==> src/rtl/fetch_controller_pkg.sv <==
// ---------------------------------------------------------------------------
// fetch_controller_pkg
//   Shared definitions for the instruction fetch front end: datapath width,
//   the fetch FSM state encoding, the fetch-buffer entry layout and a small
//   address alignment helper.
// ---------------------------------------------------------------------------
package fetch_controller_pkg;

    localparam int XLEN = 32;

    // Fetch FSM states. At most one memory request is ever outstanding; DROP
    // waits out a response that belongs to a stream killed by a redirect.
    typedef enum logic [1:0] {
        ST_IDLE = 2'd0,
        ST_REQ  = 2'd1,
        ST_WAIT = 2'd2,
        ST_DROP = 2'd3
    } fetch_state_e;

    // One fetched instruction together with the address it came from.
    typedef struct packed {
        logic [XLEN-1:0] pc;
        logic [XLEN-1:0] instr;
    } fetch_entry_t;

    // Clears the two byte-offset bits so every fetch address is word aligned.
    function automatic logic [XLEN-1:0] word_align(input logic [XLEN-1:0] addr);
        return addr & ~XLEN'(3);
    endfunction

endpackage

==> src/rtl/fetch_buffer.sv <==
// ---------------------------------------------------------------------------
// fetch_buffer
//   Small synchronous FIFO holding fetched instructions until decode takes
//   them. A flush empties it on the next clock edge and overrides any push or
//   pop in the same cycle.
//
// Ports
//   clk          in   clock, rising edge
//   reset        in   synchronous active-high reset (empties the FIFO)
//   i_flush      in   discard all entries
//   i_push       in   write i_push_data at the tail
//   i_push_data  in   entry to write ({pc, instr})
//   i_pop        in   remove the head entry
//   o_head_data  out  head entry (valid when o_empty is low)
//   o_empty      out  no entries held
//   o_count      out  number of entries held (0..DEPTH)
// ---------------------------------------------------------------------------
module fetch_buffer
    import fetch_controller_pkg::*;
#(
    parameter int DEPTH = 2
) (
    input  logic                             clk,
    input  logic                             reset,
    input  logic                             i_flush,
    input  logic                             i_push,
    input  logic [$bits(fetch_entry_t)-1:0]  i_push_data,
    input  logic                             i_pop,
    output logic [$bits(fetch_entry_t)-1:0]  o_head_data,
    output logic                             o_empty,
    output logic [$clog2(DEPTH):0]           o_count
);

    localparam int ENTRY_W = $bits(fetch_entry_t);
    localparam int PTR_W   = $clog2(DEPTH);
    localparam int CNT_W   = PTR_W + 1;
    localparam logic [CNT_W-1:0] DEPTH_C = CNT_W'(DEPTH);

    logic [ENTRY_W-1:0] r_mem [DEPTH];
    logic [PTR_W-1:0]   r_wr_ptr;
    logic [PTR_W-1:0]   r_rd_ptr;
    logic [CNT_W-1:0]   r_count;

    logic w_do_push;
    logic w_do_pop;
    logic w_full;
    logic w_empty;

    // Occupancy flags. DEPTH is a power of two, so the pointers wrap on
    // their own and only the counter distinguishes full from empty.
    assign w_empty = (r_count == '0);
    assign w_full  = (r_count == DEPTH_C);

    // A pop on an empty FIFO is ignored; a push into a full FIFO is only
    // accepted when the head leaves in the same cycle. Flush wins over both.
    assign w_do_pop  = i_pop && !w_empty && !i_flush;
    assign w_do_push = i_push && (!w_full || w_do_pop) && !i_flush;

    // Pointer and occupancy bookkeeping; flush behaves like a local reset.
    always_ff @(posedge clk) begin
        if (reset || i_flush) begin
            r_wr_ptr <= '0;
            r_rd_ptr <= '0;
            r_count  <= '0;
        end else begin
            if (w_do_push) begin
                r_wr_ptr <= r_wr_ptr + PTR_W'(1);
            end
            if (w_do_pop) begin
                r_rd_ptr <= r_rd_ptr + PTR_W'(1);
            end
            case ({w_do_push, w_do_pop})
                2'b10:   r_count <= r_count + CNT_W'(1);
                2'b01:   r_count <= r_count - CNT_W'(1);
                default: r_count <= r_count;
            endcase
        end
    end

    // Entry storage needs no reset: nothing is read until the counter says
    // the slot has been written.
    always_ff @(posedge clk) begin
        if (w_do_push) begin
            r_mem[r_wr_ptr] <= i_push_data;
        end
    end

    assign o_head_data = r_mem[r_rd_ptr];
    assign o_empty     = w_empty;
    assign o_count     = r_count;

endmodule

==> src/rtl/fetch_controller.sv <==
// ---------------------------------------------------------------------------
// fetch_controller
//   Instruction fetch front end. Issues one word-aligned request at a time to
//   instruction memory, queues returned instructions in a small buffer for
//   decode, and handles redirects (taken branches/jumps) by flushing the
//   buffer and discarding any response still in flight for the old stream.
//
// Parameters
//   RESET_VECTOR    first fetch address after reset
//   BUF_DEPTH       fetch buffer entries (power of two, >= 2)
//
// Ports
//   clk             in   clock, rising edge
//   reset           in   synchronous active-high reset
//   redirect_valid  in   redirect from EX this cycle
//   redirect_pc     in   redirect target (low two bits ignored)
//   imem_req        out  memory request
//   imem_addr       out  request address (word aligned)
//   imem_gnt        in   memory accepted the request this cycle
//   imem_rvalid     in   response valid (one per grant, in order)
//   imem_rdata      in   response instruction word
//   if_valid        out  head instruction available to decode
//   if_instr        out  head instruction
//   if_pc           out  address of head instruction
//   if_pc_plus_4    out  if_pc + 4 (wraps modulo 2^32)
//   if_ready        in   decode consumes the head this cycle
// ---------------------------------------------------------------------------
module fetch_controller
    import fetch_controller_pkg::*;
#(
    parameter logic [31:0] RESET_VECTOR = 32'h0000_0000,
    parameter int          BUF_DEPTH    = 2
) (
    input  logic        clk,
    input  logic        reset,
    input  logic        redirect_valid,
    input  logic [31:0] redirect_pc,
    output logic        imem_req,
    output logic [31:0] imem_addr,
    input  logic        imem_gnt,
    input  logic        imem_rvalid,
    input  logic [31:0] imem_rdata,
    output logic        if_valid,
    output logic [31:0] if_instr,
    output logic [31:0] if_pc,
    output logic [31:0] if_pc_plus_4,
    input  logic        if_ready
);

    localparam int CNT_W = $clog2(BUF_DEPTH) + 1;
    localparam logic [CNT_W-1:0] DEPTH_C = CNT_W'(BUF_DEPTH);

    fetch_state_e    r_state;
    logic [XLEN-1:0] r_fetch_pc;
    logic [XLEN-1:0] r_req_pc;

    fetch_state_e    w_state_next;
    logic [XLEN-1:0] w_fetch_pc_next;
    logic [XLEN-1:0] w_req_pc_next;

    logic            w_push;
    logic            w_pop;
    logic            w_flush;
    logic            w_empty;
    logic [CNT_W-1:0] w_count;
    logic            w_room_now;
    logic            w_room_after_push;
    fetch_entry_t    w_push_entry;
    fetch_entry_t    w_head;

    // Room checks. Outside WAIT nothing is outstanding, so room is simply a
    // free buffer slot. In WAIT the in-flight response will take a slot, so
    // the decision to issue the next request is made after accounting for
    // the push and any simultaneous pop.
    assign w_room_now        = (w_count < DEPTH_C);
    assign w_room_after_push = w_pop ? (w_count < DEPTH_C)
                                     : ((w_count + CNT_W'(1)) < DEPTH_C);

    // Next-state logic. A redirect overrides every other event: the fetch
    // address is replaced, and the state only depends on whether a request
    // for the old stream is (or is about to be) in flight and must be
    // drained in DROP.
    always_comb begin
        w_state_next    = r_state;
        w_fetch_pc_next = r_fetch_pc;
        w_req_pc_next   = r_req_pc;

        if (redirect_valid) begin
            w_fetch_pc_next = word_align(redirect_pc);
            case (r_state)
                ST_IDLE: w_state_next = ST_REQ;
                ST_REQ:  w_state_next = imem_gnt ? ST_DROP : ST_REQ;
                ST_WAIT: w_state_next = imem_rvalid ? ST_REQ : ST_DROP;
                ST_DROP: w_state_next = imem_rvalid ? ST_REQ : ST_DROP;
                default: w_state_next = ST_IDLE;
            endcase
        end else begin
            case (r_state)
                ST_IDLE: begin
                    if (w_room_now) begin
                        w_state_next = ST_REQ;
                    end
                end
                ST_REQ: begin
                    if (imem_gnt) begin
                        w_state_next    = ST_WAIT;
                        w_req_pc_next   = r_fetch_pc;
                        w_fetch_pc_next = r_fetch_pc + XLEN'(4);
                    end
                end
                ST_WAIT: begin
                    if (imem_rvalid) begin
                        w_state_next = w_room_after_push ? ST_REQ : ST_IDLE;
                    end
                end
                ST_DROP: begin
                    if (imem_rvalid) begin
                        w_state_next = ST_REQ;
                    end
                end
                default: w_state_next = ST_IDLE;
            endcase
        end
    end

    // State registers. After reset the FSM sits in IDLE, so any response
    // arriving from a pre-reset request is simply never pushed.
    always_ff @(posedge clk) begin
        if (reset) begin
            r_state    <= ST_IDLE;
            r_fetch_pc <= word_align(RESET_VECTOR);
            r_req_pc   <= '0;
        end else begin
            r_state    <= w_state_next;
            r_fetch_pc <= w_fetch_pc_next;
            r_req_pc   <= w_req_pc_next;
        end
    end

    // The request is presented for the whole of REQ, including a redirect
    // cycle; if memory grants it then, the response is drained in DROP.
    assign imem_req  = (r_state == ST_REQ);
    assign imem_addr = r_fetch_pc;

    // Only a response for a live request is queued; a redirect in the same
    // cycle flushes the buffer instead.
    assign w_push            = (r_state == ST_WAIT) && imem_rvalid && !redirect_valid;
    assign w_push_entry.pc    = r_req_pc;
    assign w_push_entry.instr = imem_rdata;
    assign w_flush           = redirect_valid;

    // The head is hidden from decode while a redirect is active so nothing
    // from the wrong path is consumed in that cycle.
    assign if_valid     = !w_empty && !redirect_valid;
    assign w_pop        = if_valid && if_ready;
    assign if_instr     = w_head.instr;
    assign if_pc        = w_head.pc;
    assign if_pc_plus_4 = w_head.pc + XLEN'(4);

    fetch_buffer #(
        .DEPTH (BUF_DEPTH)
    ) u_buffer (
        .clk         (clk),
        .reset       (reset),
        .i_flush     (w_flush),
        .i_push      (w_push),
        .i_push_data (w_push_entry),
        .i_pop       (w_pop),
        .o_head_data (w_head),
        .o_empty     (w_empty),
        .o_count     (w_count)
    );

endmodule

==> config.mk <==
export PLATFORM = sky130hd
export DESIGN_NAME = fetch_controller
export DESIGN_NICKNAME = d
export VERILOG_FILES = /design/src/rtl/fetch_controller_pkg.sv /design/src/rtl/fetch_buffer.sv /design/src/rtl/fetch_controller.sv
export SDC_FILE = /design/constraint.sdc
export NUM_CORES = 1
export LEC_CHECK = 0
export CORE_ASPECT_RATIO = 1.75
export CORE_UTILIZATION = 54
export DETAILED_ROUTE_END_ITERATION = 16
export GPL_ROUTABILITY_DRIVEN = 0
export PLACE_DENSITY = 0.94
export SKIP_LAST_GASP = 1
export SLEW_MARGIN = 30
export SYNTH_ARGS = -nofsm -noshare
export SYNTH_HDL_FRONTEND = slang
export SYNTH_SLANG_ARGS = --single-unit
==> constraint.sdc <==
create_clock -name clk -period 11.3 [get_ports clk]
set_input_delay 2.825 -clock clk [delete_from_list [all_inputs] [get_ports clk]]
set_output_delay 2.825 -clock clk [all_outputs]
set_load 0.005 [all_outputs]
==> results.yml <==
timing:
  finalSetupViolCount: 0
  relSlewSlack_pct: 43.7
  min_period_ns: 7.01
  max_freq_ghz: 0.143
  skew_ns: 0.0144
  drv_slew: 0
  worst_pin_slew_ns: 0.845
  rsz0062_at_grt: "no"
  setup_ws_ns: 4.29
  fin_crit_sh_pct: 62.0
  hold_viol_final: 0
  tns_ns: 0
power_and_ir_drop:
  finalPower_mw: 1.43
  peakVddDrop_v: 0.0000938
  power_density_mw_per_mm2: 130
  leakagePower_nw: 3.61
synthesis:
  synth_area_leaders: "edfxtp_1, dfxtp_1, mux2_2"
  yosysWarnings: 0
  synth.most_common_cell: "edfxtp_1"
  synthDominantCellAreaShare_pct: 44.0
  synth.distinct_cells: 63
  syn-cell-area_mm2: 0.00846
  synth_edf_count: 124
  synthFlopType: "edfxtp_1"
  async_flop_share_pct: 0
  syn_inst: 704
  ys_seq_area_share_pct: 59.8
  synth.largest_area_cell: "edfxtp_1"
  syn_area_per_cell_um2: 12.0
  ys_seq_elements: 191
  yosys-top-cells-count: "edfxtp_1, nand2_1, dfxtp_1, a21oi_1, mux2_2"
critical_path:
  r2r_end: "u_buffer.r_mem[0][53]$_DFFE_PP_"
  crit_slowest_cell: "clkdlybuf4s50_1"
  crit_fanout: 35
  reg2reg_depth: 8
  endpoint_kind: "primary output"
  cp-start-kind: "input port"
  crit_arrival_ns: 4.18
  worstReg2RegStart: "u_buffer.o_count[1]$_SDFFE_PP0P_"
  worstSetupPathType: "in2out"
  crit_chain: "clkdlybuf4s50_1 -> buf_4 -> nor2_1 -> clkdlybuf4s50_1"
  reg2reg_slack_ns: 8.63
  required_ns: 8.48
  critPathMostFrequentCell: "clkdlybuf4s50_1"
  max_stage_delay_ns: 0.46
finish:
  drive_gt1_share_pct: 12.9
  nets: 961
  finalInstanceArea_mm2: 0.0111
  utilization_pct: 72.2
  antenna_cells: 0
  syn2layout_area_growth_pct: 30.6
route:
  via_count: 6027
  via_per_inst: 5.55
  drt_iter0_drc: 197
  wire_per_inst_um: 17.3
  drc_errors: 0
  firstDrtPassIters: 5
  antenna_left: 0
  drt_wl_total_um: 18700
global_route:
  grt_first_pass_wirelength_um: 30200
  grt_use_total_pct: 23.1
  grt_overflow: 0
  grt_pass1_vias: 6285
  antenna_found_initial: 0
  grt_max_degree: 85
clock_tree:
  post_cts_buffers: 0
  root_buffer: "clkbuf_16"
  tritoncts: "built"
  cts-buffers-inserted: 17
  clk_latency_ns: 0.42
  cts-hold-fix-buffers: 0
  path_clk_slew_ns: 0.07
  cts_resized: 0
  cts_buffer_depth: 2
  clock-sinks: 191
  h-tree-depth: 4
place:
  io_buffer_count: 191
  dpl_cell_area_mm2: 0.0105
  place_ws_ns: 4.32
  hpwl_um: 13200
floorplan:
  rows: 60
  initial_core_util_pct: 55.3
  die_h_um: 168
  die-area_mm2: 0.0162
  design.core.area_mm2: 0.0153
  die_w_um: 96.6
  pin_count: 200
min_path:
  min_to: "u_buffer.r_mem[1][56]$_DFFE_PP_"
  holdPathStages: 0
  hp-start: "r_req_pc[24]$_SDFFE_PP0P_"
  worstHoldPathType: "reg2reg"
outcome:
  outcome: "finished clean"
run:
  max-cap-violations: 0
power by group:
| group | total, mW | internal (mW) | switching, mW | leakage [nW] |
|---|---|---|---|---|
| Sequential | 0.766 | 0.751 | 0.0152 | 1.58 |
| Combinational | 0.0963 | 0.0559 | 0.0404 | 1.75 |
| Clock | 0.570 | 0.302 | 0.268 | 0.273 |
| Total | 1.43 | 1.11 | 0.324 | 3.61 |
layout by cell type (no fill, tap or decap), types with 3 or more instances in the layout:
cell,count
nor3_2,5
a21oi_1,49
clkbuf_16,18
clkinvlp_4,3
edfxtp_1,124
and3_1,7
xor2_1,26
nand2_1,89
mux2i_1,14
conb_1,6
nor4_4,4
nor2b_1,3
a211oi_1,9
buf_4,5
inv_1,24
clkinv_2,3
nor2_1,36
dfxtp_1,66
nand4_1,15
inv_6,6
xnor2_1,29
nand3b_1,5
a31oi_1,4
clkdlybuf4s50_1,190
nor3b_1,3
nor3_1,15
ha_1,5
nand3_1,26
mux2_2,49
and2_1,5
o21a_1,3
nand4b_1,3
o21ai_0,3
layer usage:
metal	global-route usage (%)	routed length, µm	vias up
met5	0	0	-
met4	12.3	599	0
met3	2.92	695	43
met2	43.1	10500	196
met1	25.1	6950	2904
li1	-	-	2884
final cells by class:
type / count / area [µm²]
Inverter: 25 / 95.1
Clock inverter: 14 / 116
Multi-Input combinational cell: 454 / 3130
Timing Repair Buffer: 197 / 1960
Clock buffer: 18 / 450
Fill cell: 1076 / 4260
Sequential cell: 191 / 5070
Tap cell: 186 / 233
registers in the layout, summed over array words and instances, names as in the netlist, named ones only:
| signal | flops |
|---|---|
| imem_addr | 30 |
| r_req_pc | 30 |
| r_state | 2 |
| u_buffer.o_count | 2 |
| u_buffer.r_mem | 124 |
| u_buffer.r_rd_ptr | 1 |
| u_buffer.r_wr_ptr | 1 |
cells by family after synthesis:
logic type	share of synthesized area, %
flip-flops	59.8
AO/OA/AOI/OAI	6.55
multiplexers	8.34
other	0.0443
XOR/XNOR	5.69
AND/OR/NAND/NOR	15.2
adder cells (fa/ha/maj)	0.739
buffers and inverters	3.62
per-stage QoR:
stage	std cells	hold WS [ns]
final	1085	0.457
after detailed placement	1052	0.438
after global routing	1085	0.471
after global placement	1052	0.430
after floorplan	709	0.425
after CTS	1084	0.456
worst max-delay path: cells and delay by family:
kind                   cells  cell delay (ns)
buffers and inverters      3             1.26
AND/OR/NAND/NOR            1             0.09
worst max-delay path by stage:
| stage | slack [ns] | cells past startpoint | startpoint | endpoint |
|---|---|---|---|---|
| 2_1_floorplan | 4.41 | 6 | redirect_valid | u_buffer.r_mem[0][0]$_DFFE_PP_ |
| 3_3_place_gp | 4.32 | 4 | redirect_valid | if_valid |
| 3_5_place_dp | 4.32 | 4 | redirect_valid | if_valid |
| 4_1_cts | 4.30 | 4 | redirect_valid | if_valid |
| 5_1_grt | 4.24 | 4 | redirect_valid | if_valid |
| 6_report | 4.29 | 4 | redirect_valid | if_valid |
Note: power is estimated with default switching activity, not from simulation.
